===== src/rtl/dpu_pkg.sv =====
// Shared types and width helpers for the multiply-accumulate data path.
package dpu_pkg;

  typedef enum logic [0:0] {
    IDLE = 1'b0,
    SEND = 1'b1
  } state_t;

  // Index width for a DEPTH-element word; a single element still needs one bit.
  function automatic int unsigned idx_w(input int unsigned depth);
    return (depth > 1) ? $clog2(depth) : 1;
  endfunction

  // One result element is twice the operand width.
  function automatic int unsigned elem_w(input int unsigned width);
    return 2 * width;
  endfunction

endpackage


===== src/rtl/result_unloader_piso.sv =====
// Parallel-in serial-out element shifter: mirror of sipo on the fill side.
module piso
  import dpu_pkg::*;
#(
  parameter int unsigned WIDTH   = 16,
  parameter int unsigned MAX_NUM = 4,
  localparam int unsigned IDXW   = idx_w(MAX_NUM)
) (
  input  logic                       clk,
  input  logic                       rst,
  input  logic                       load,
  input  logic [WIDTH*MAX_NUM-1:0]   load_data,
  input  logic                       shift,
  output logic [WIDTH-1:0]           dout_serial,
  output logic [IDXW-1:0]            idx,
  output logic                       last
);

  logic [WIDTH*MAX_NUM-1:0] shadow;

  // Capture a whole word or step one element toward the output slice.
  always_ff @(posedge clk) begin
    if (rst) begin
      shadow <= '0;
      idx    <= '0;
    end else if (load) begin
      shadow <= load_data;
      idx    <= '0;
    end else if (shift) begin
      shadow <= shadow >> WIDTH;
      idx    <= idx + 1'b1;
    end
  end

  assign dout_serial = shadow[WIDTH-1:0];
  assign last        = (idx == IDXW'(MAX_NUM - 1));

endmodule


===== src/rtl/result_unloader.sv =====
// Drain side of the MAC path: captures a parallel result word and replays
// it one element per beat on a valid/ready stream.
module result_unloader
  import dpu_pkg::*;
#(
  parameter int unsigned WIDTH  = 8,
  parameter int unsigned DEPTH  = 4,
  parameter int unsigned FCNT_W = 16,
  localparam int unsigned EW    = elem_w(WIDTH),
  localparam int unsigned IDXW  = idx_w(DEPTH)
) (
  input  logic                  clk,
  input  logic                  rst,
  input  logic [EW*DEPTH-1:0]   din_parallel,
  input  logic                  din_valid,
  output logic                  din_ready,
  output logic [EW-1:0]         dout,
  output logic                  dout_valid,
  input  logic                  dout_ready,
  output logic [IDXW-1:0]       dout_idx,
  output logic                  dout_last,
  output logic                  busy,
  output logic                  done,
  output logic [FCNT_W-1:0]     frame_cnt,
  output logic                  drop_err,
  input  logic                  clr_err
);

  state_t          state;
  logic            din_valid_q;
  logic            new_word;
  logic            load;
  logic            shift;
  logic            elem_last;
  logic [IDXW-1:0] idx;

  // din_valid_q clears on reset so a level held through reset release is a new word.
  assign new_word = din_valid & ~din_valid_q;
  assign load     = (state == IDLE) & new_word;
  assign shift    = (state == SEND) & dout_ready & ~elem_last;

  piso #(
    .WIDTH   (EW),
    .MAX_NUM (DEPTH)
  ) u_piso (
    .clk         (clk),
    .rst         (rst),
    .load        (load),
    .load_data   (din_parallel),
    .shift       (shift),
    .dout_serial (dout),
    .idx         (idx),
    .last        (elem_last)
  );

  // Frame sequencing, completion pulse/count and sticky overlap error.
  always_ff @(posedge clk) begin
    if (rst) begin
      state       <= IDLE;
      din_valid_q <= 1'b0;
      done        <= 1'b0;
      frame_cnt   <= '0;
      drop_err    <= 1'b0;
    end else begin
      din_valid_q <= din_valid;
      done        <= 1'b0;
      case (state)
        IDLE: begin
          if (new_word) state <= SEND;
        end
        SEND: begin
          if (dout_ready && elem_last) begin
            state     <= IDLE;
            done      <= 1'b1;
            frame_cnt <= frame_cnt + 1'b1;
          end
        end
        default: state <= IDLE;
      endcase
      if (new_word && state == SEND) drop_err <= 1'b1;
      else if (clr_err)              drop_err <= 1'b0;
    end
  end

  assign din_ready  = (state == IDLE);
  assign busy       = (state == SEND);
  assign dout_valid = (state == SEND);
  assign dout_idx   = idx;
  // idx is left at DEPTH-1 after a frame; last is only meaningful while sending.
  assign dout_last  = (state == SEND) & elem_last;

endmodule


===== config.mk =====
export PLATFORM = sky130hd
export DESIGN_NAME = result_unloader
export DESIGN_NICKNAME = d
export VERILOG_FILES = /design/src/rtl/dpu_pkg.sv /design/src/rtl/result_unloader_piso.sv /design/src/rtl/result_unloader.sv
export SDC_FILE = /design/constraint.sdc
export NUM_CORES = 1
export LEC_CHECK = 0
export CELL_PAD_IN_SITES_DETAIL_PLACEMENT = 2
export CELL_PAD_IN_SITES_GLOBAL_PLACEMENT = 2
export CORE_MARGIN = 2
export CORE_UTILIZATION = 25
export DETAILED_ROUTE_END_ITERATION = 7
export GPL_TIMING_DRIVEN = 0
export PLACE_DENSITY = 0.71
export SLEW_MARGIN = 20
export SYNTH_ARGS = -nofsm -noshare
export SYNTH_HDL_FRONTEND = slang
export SYNTH_SLANG_ARGS = --single-unit

===== constraint.sdc =====
create_clock -name clk -period 2.2 [get_ports clk]
set_input_delay 0.44 -clock clk [delete_from_list [all_inputs] [get_ports clk]]
set_output_delay 0.44 -clock clk [all_outputs]
set_load 0.01 [all_outputs]

==> results of run 1 <==
## kinds of logic (layout without fill, tap and decap cells)
logic type | Yosys count | in the layout | share of synthesized area, %
compound gates | 108 | 108 | 19.98
fa+ha+maj | 2 | 2 | 0.7071
xor+xnor | 10 | 10 | 2.475
mux | 17 | 17 | 4.880
simple gates | 121 | 121 | 15.70
buf+inv | 52 | 175 | 7.603
flops | 86 | 86 | 48.66
## worst max-delay path: stages, from the launching register on
cell and delay (ps):
dfxtp_1 440, ha_4 210, and2_2 150, clkdlybuf4s50_1 530
## cell type report
class	count	area [um2]
clock buffers	10	229.0
inverters	5	18.77
well taps	180	225.2
plain buffers	47	256.5
multi-input cells	258	1563
repair buffers	107	1071
flip-flops and latches	86	1722
clock inverters	6	55.05
fillers	1545	8687
## per-layer routing
metal | up-vias | wire length (um) | global-route usage, %
li1 | 1626 | - | -
met1 | 1584 | 5502 | 21.28
met2 | 54 | 5885 | 27.62
met3 | 9 | 323 | 2.306
met4 | 0 | 149 | 5.540
met5 | - | 0 | 0
## repair_timing
item                                    CTS  global route
endpoints found under the setup margin   48            10
resized for setup                         5             5
buffers inserted                          0             0
## how the worst max path moves through the flow
stage	endpoint	slack (ps)	from
2_1_floorplan	frame_cnt[13]	290	u_piso.idx[0]
3_3_place_gp	u_piso.shadow[61]	-340	din_valid
3_5_place_dp	u_piso.shadow[60]	-460	dout_ready
4_1_cts	dout_last	10	u_piso.idx[0]
5_1_grt	u_piso.shadow[42]	6	dout_ready
6_report	dout_last	90	u_piso.idx[0]
## cell usage after synthesis (all sizes together), types with 5 or more instances
master | n | area share, %
nand3 | 10 | 1.8
clkbuf | 22 | 2.3
a22oi | 51 | 11
xnor2 | 5 | 1.2
nand2 | 41 | 4.3
nor3 | 5 | 0.71
mux2i | 15 | 4.2
nor2 | 46 | 4.9
xor2 | 5 | 1.2
dfxtp | 86 | 49
a21oi | 40 | 5.7
inv | 5 | 0.53
a211oi | 13 | 2.8
buf | 25 | 4.7
## flip-flops by register name, indices dropped and copies added (netlist names)
signal         count
done               1
busy               1
din_valid_q        1
u_piso.shadow     64
drop_err           1
frame_cnt         16
u_piso.idx         2
## power by group through the flow
stage          Clock, mW  Combinational (mW)  Sequential [mW]
3_5_place_dp           0               0.533             1.73
5_1_grt             1.58               0.586             1.71
3_3_place_gp           0               0.517             1.73
4_1_cts             1.51               0.540             1.70
2_1_floorplan          0               0.265             1.71
6_report            1.46               0.530             1.70
==> reports/metrics.csv, run 1 <==
stage,metric,value,unit
outcome,status,completed,
finish,Antenna diodes,0,
die,die height,123.0,um
pwr,Switch Pwr,0.9796,mW
cts,CTS tree,yes,
route,routed vias/inst,4.682,
finish,layout cells sized above 1,10.21,%
logic_synthesis,Post-Syn Area,0.003538,mm2
place,GPL Wtd Cong,0.7996,
logic_synthesis,asr flop ratio synth,0,%
route,vias after detailed routing,3273,
logic_synthesis,Yosys cell types,36,
pwr,Power Total,3.684,mW
pwr,Comb power frac,14.4,%
timing,post-route setup slack,93.75,ps
logic_synthesis,Post-synth EDFFs,0,
finish,"commonest non-fill, non-tap cell in the layout",clkdlybuf4s50_1,
cts,clk_lat worst skew,340,ps
setup_path,CP startpoint kind,register,
setup_path,RR Endpoint,u_piso.shadow[41],
min_path,hold worst-path end,u_piso.shadow[9],
route,drt drc,0,
global_route,maximum number of pins on one net before global-route repair,17,
setup_path,Crit Reg-Reg Startpoint,u_piso.idx[0],
global_route,Global Route Usage Sum,16.30,%
flow_run,Max Cap Violations,0,
logic_synthesis,Avg Inst Size Synth,8.935,um2
timing,fin crit period,2106,ps
logic_synthesis,Yosys reg bits,86,
setup_path,crit path max fanout,6,
timing,final setup vio count,0,
pwr,sequential power share,46.1,%
global_route,first-pass GRT wire length,18800,um
logic_synthesis,syn nets,467,
timing,fmax,474.8,MHz
route,DR iter-0 viols,123,
min_path,hold path depth,2,
die,Die Width,123.0,um
cts,TritonCTS Buffers,9,
pwr,switching portion of total power,26.59,%
place,post-detail-place hpwl,9226,um
timing,Layout Skew,6.102,ps
die,total die area,0.01512,mm2
cts,# clock sinks,86,
cts,clock-pin slew on the worst setup and hold paths,70,ps
logic_synthesis,Most used DFF post-synth,dfxtp_1,
setup_path,kind of critical path,register to output pin,
global_route,GRT overflow,0,
pwr,Leak,1.813,nW
cts,# hold bufs at CTS,0,
setup_path,Crit path arrival time,1670,ps
logic_synthesis,Yosys warnings,0,
finish,Layout Nets,585,
die,Starting Density,25.59,%
timing,period utilisation layout,95.74,%
place,post-placement setup slack,-464.1,ps
route,drt pass-1 iters,4,
timing,Setup TNS Final,0,ps
cts,CTS max path bufs,2,
finish,final core occ,37.17,%
die,CORE AREA,0.01383,mm2
route,DRT Wirelength,11860,um
die,row count,43,
logic_synthesis,post-synthesis sequential area ratio,48.66,%
cts,CTS Root Cell,clkbuf_16,
min_path,Hold Path Class,register to register,
pwr,P_int,2.704,mW
timing,Max-Slew Margin vs Limit,62.96,%
finish,Layout area overhead,45.26,%
global_route,antenna violations before repair,0,
finish,Layout Cells excl Fill,699,
min_path,hold path start,u_piso.shadow[9],
place,placed insts,683,
finish,"commonest cells after routing, fill and taps aside","clkdlybuf4s50_1, dfxtp_1, a22oi_1",
route,ANT nets after route,0,
timing,Hold Slack,461.0,ps
place,Port Buffer Count,107,
timing,"Slew Viols, Final",0,
pwr,Pwr Density,716.7,mW/mm2
logic_synthesis,Synth Instances,396,
timing,final hold violations,0,
die,# IOs,109,
route,drt wl/cell,16.97,um
setup_path,Worst R2R Path Depth,7,
pwr,clock network fraction of total power,39.6,%
cts,CTS H-Tree Depth,3,
pwr,worst vdd ir,0.3319,mV
setup_path,Critical Path RT,1760,ps
finish,"Design Area, Final",0.005140,mm2
global_route,vias in the first global route,3519,
place,Placed Area,0.004835,mm2
timing,RSZ-0062 raised after global routing,false,
timing,Slew @ Worst Pin,555.5,ps
setup_path,R2R Setup Slk,220,ps
setup_path,Critical Path Sink Type,output pin,
No activity file was read; power rests on OpenSTA's default activity.
==> run 2: changes to the inputs <==
- PLACE_DENSITY: 0.71 -> 0.66
- SYNTH_HIERARCHICAL: unset -> 1
==> run 2 against run 1 <==
Effect of this change:
- sequential cell count unchanged
- largest cell class is now multi-input combinational cells
- synthesized cell count increased by 4.5%
- critical endpoint unchanged
- register-to-register slack got worse by 70 ps
- combinational power increased by 23%
- design area increased by 14%
- non-clock buffer count increased by 1
- largest power group unchanged
==> reports/metrics.csv, run 2 <==
stage,metric,value,unit,change
logic_synthesis,Yosys warnings,6,,+6
setup_path,CP startpoint kind,register,,
min_path,hold worst-path end,u_piso/shadow[2],,
setup_path,Critical Path Sink Type,output pin,,
setup_path,R2R Setup Slk,150,ps,-70 ps
logic_synthesis,synth top area cells,"dfxtp_1, mux2i_1, a211oi_2",,
setup_path,Critical Path RT,1760,ps,about the same
outcome,status,completed,,
die,Starting Density,25.33,%,-0.26 points
pwr,Leak,1.973,nW,+8.8%
global_route,first-pass GRT wire length,21740,um,+16%
timing,fmax,484.7,MHz,+2.1%
finish,"commonest non-fill, non-tap cell in the layout",clkdlybuf4s50_1,,
global_route,vias in the first global route,3804,,+8.1%
timing,Slew @ Worst Pin,793.8,ps,+238.3 ps
setup_path,Worst R2R Path Depth,5,,-2
logic_synthesis,Post-synth EDFFs,0,,unchanged
min_path,hold path start,rst,,
setup_path,crit-path cells,"ha_4, and2_2, clkdlybuf4s50_1",,
place,GPL Wtd Cong,0.7537,,-5.7%
pwr,sequential power share,42.6,%,-3.5 points
cts,# clock sinks,86,,unchanged
logic_synthesis,Avg Inst Size Synth,10.07,um2,+13%
place,post-placement setup slack,-373.3,ps,+90.78 ps
logic_synthesis,most frequent cell after synthesis,dfxtp_1,,
pwr,worst vdd ir,0.3654,mV,+10%
cts,postcts setup bufs,0,,unchanged
timing,final setup vio count,0,,unchanged
setup_path,Crit path arrival time,1620,ps,-50 ps
timing,period utilisation layout,93.79,%,-2.0 points
finish,"Most flops, register",u_piso/shadow,,
logic_synthesis,"area leader, netlist",dfxtp_1,,
timing,Max-Slew Margin vs Limit,47.08,%,-16 points
logic_synthesis,Most used DFF post-synth,dfxtp_1,,
cts,CTS Root Cell,clkbuf_16,,
min_path,hold path depth,2,,unchanged
die,CORE AREA,0.01647,mm2,+19%
route,vias after detailed routing,3460,,+5.7%
finish,Multi-input gate area,0.002143,mm2,+37%
finish,Layout area overhead,40.53,%,
logic_synthesis,Synth Instances,414,,+4.5%
logic_synthesis,most frequent cells after synthesis,"dfxtp_1, nor2b_1, mux2i_1",,
setup_path,crit path max fanout,5,,-1
finish,max FFs per register,64,,unchanged
logic_synthesis,Yosys cell types,37,,+2.8%
global_route,Global Route Usage Sum,15.71,%,-0.60 points
global_route,antenna violations before repair,0,,unchanged
global_route,GRT overflow,0,,unchanged
logic_synthesis,area fraction of the dominant cell type after synthesis,41.28,%,-7.4 points
setup_path,"Largest stage delay, worst path",530,ps,about the same
pwr,Switch Pwr,0.9919,mW,+1.3%
timing,RSZ-0062 raised after global routing,false,,
route,drt pass-1 iters,3,,-1
flow_run,Max Cap Violations,0,,unchanged
timing,post-route setup slack,136.7,ps,+42.92 ps
pwr,P_int,3.047,mW,+13%
route,drt drc,0,,unchanged
setup_path,critical path's slowest cell,clkdlybuf4s50_1,,
logic_synthesis,asr flop ratio synth,0,%,unchanged
min_path,Hold Path Class,input port to register,,
cts,clock-pin slew on the worst setup and hold paths,60,ps,about the same
finish,Layout Nets,603,,+3.1%
timing,fin crit period,2063,ps,-42.92 ps
route,ANT nets after route,0,,unchanged
cts,TritonCTS Buffers,9,,unchanged
die,die height,133.2,um,+8.3%
logic_synthesis,syn nets,485,,+3.9%
finish,layout cells sized above 1,17.88,%,+7.7 points
route,DRT Wirelength,13540,um,+14%
finish,FF/Latch Area,0.001725,mm2,+0.22%
die,Die Width,133.2,um,+8.3%
cts,CTS tree,yes,,
die,total die area,0.01773,mm2,+17%
pwr,clock network fraction of total power,41.3,%,+1.7 points
global_route,maximum number of pins on one net before global-route repair,14,,-3
pwr,Power Total,4.039,mW,+9.6%
route,drt wl/cell,17.89,um,+5.4%
place,post-detail-place hpwl,10170,um,+10%
place,Port Buffer Count,107,,unchanged
cts,CTS H-Tree Depth,3,,unchanged
logic_synthesis,post-synthesis sequential area ratio,41.28,%,-7.4 points
timing,Layout Skew,8.192,ps,+2.090 ps
timing,"Slew Viols, Final",0,,unchanged
die,row count,47,,+9.3%
route,DR iter-0 viols,94,,-24%
finish,Antenna diodes,0,,unchanged
pwr,switching portion of total power,24.56,%,-2.0 points
cts,CTS max path bufs,2,,unchanged
pwr,Comb power frac,16.1,%,+1.7 points
die,# IOs,109,,unchanged
finish,"Design Area, Final",0.005861,mm2,+14%
pwr,Pwr Density,689.1,mW/mm2,-3.8%
setup_path,Crit Reg-Reg Startpoint,u_piso/idx[1],,
setup_path,kind of critical path,register to output pin,,
finish,Top Registers,"u_piso/shadow: 64 flops, frame_cnt: 16 flops, u_piso/idx: 2 flops",,
place,Placed Area,0.005517,mm2,+14%
timing,final hold violations,0,,unchanged
route,routed vias/inst,4.571,,-2.4%
finish,"commonest cells after routing, fill and taps aside","clkdlybuf4s50_1, dfxtp_1, nor2b_1",,
cts,clk_lat worst skew,340,ps,about the same
logic_synthesis,Post-Syn Area,0.004170,mm2,+18%
logic_synthesis,Yosys reg bits,86,,unchanged
finish,Fillers,1773,,+15%
setup_path,RR Endpoint,frame_cnt[15],,
run 2: changes by cell type in the layout (fill, tap and decap cells not counted), sizes merged, moves of 8 or more:
cell / delta
nor2b: +49
a211oi: +35
nor2: -34
buf: +12
or3b: +16
a22oi: -51
nand2: -17
a21oi: -15
clkbuf: -8
mux2i: +34
run 2: power by group through the flow:
| stage | Sequential [mW] | Combinational, mW | Clock (mW) |
|---|---|---|---|
| finish | 1.72 | 0.650 | 1.67 |
| detailed placement | 1.76 | 0.655 | 0 |
| global placement | 1.75 | 0.639 | 0 |
| CTS | 1.72 | 0.663 | 1.71 |
| global route | 1.73 | 0.704 | 1.81 |
| floorplan | 1.73 | 0.377 | 0 |
run 2: critical path: cells and delay by family, from the launching register on:
kind	cells	cell delay, ps
flip-flops	1	410
adder cells (fa/ha/maj)	1	200
buffers and inverters	1	530
AND/OR/NAND/NOR	1	140
run 2: worst max-delay path by stage:
stage	from	end	slack [ps]	depth (start not counted)
floorplan	u_piso/idx[0]	frame_cnt[15]	170	5
global placement	dout_ready	frame_cnt[15]	-300	5
detailed placement	dout_ready	frame_cnt[15]	-370	5
CTS	u_piso/idx[0]	frame_cnt[15]	30	5
global route	u_piso/idx[1]	frame_cnt[15]	40	5
finish	u_piso/idx[1]	dout_last	140	3
run 2: area by class of cell:
cell class                      instances  share of cell area (%)
Clock buffer                           13                   4.270
Timing Repair Buffer                  107                   18.32
Inverter                                3                  0.1921
Tap cell                              220                   4.697
Multi-Input combinational cell        277                   36.57
Buffer                                 48                   5.359
Sequential cell                        86                   29.44
Clock inverter                          3                   1.153
run 2: cell families after synthesis:
| group | Yosys count | synth area share, % |
|---|---|---|
| AOI/OAI and AO/OA | 81 | 17.22 |
| and+or+nand+nor | 136 | 19.44 |
| xor gates and xnor gates | 9 | 1.890 |
| DFF | 86 | 41.28 |
| muxes | 49 | 11.76 |
| adders and majority gates | 2 | 0.6000 |
| buffers and inverters | 51 | 7.801 |
run 2: per-layer routing:
layer	routed length [um]	up-vias	track usage [%]
met5	0	-	0
met4	137	0	3.901
met3	778	13	4.680
met2	6486	72	26.48
met1	6137	1694	19.75
li1	-	1681	-
run 2: through the flow:
step	cells	hold slack (ps)	utilization, %	TNS (ps)
2_1_floorplan	414	501.6	-	0
3_3_place_gp	741	471.7	33.50	-4408
3_5_place_dp	741	508.5	33.50	-6601
4_1_cts	757	444.8	35.49	0
5_1_grt	757	463.0	35.59	0
6_report	757	443.8	35.59	0
run 2: timing repair:
item,4_1_cts,5_1_grt
setup endpoints to repair,1,3
gates resized for setup,2,5
hold buffers,0,0
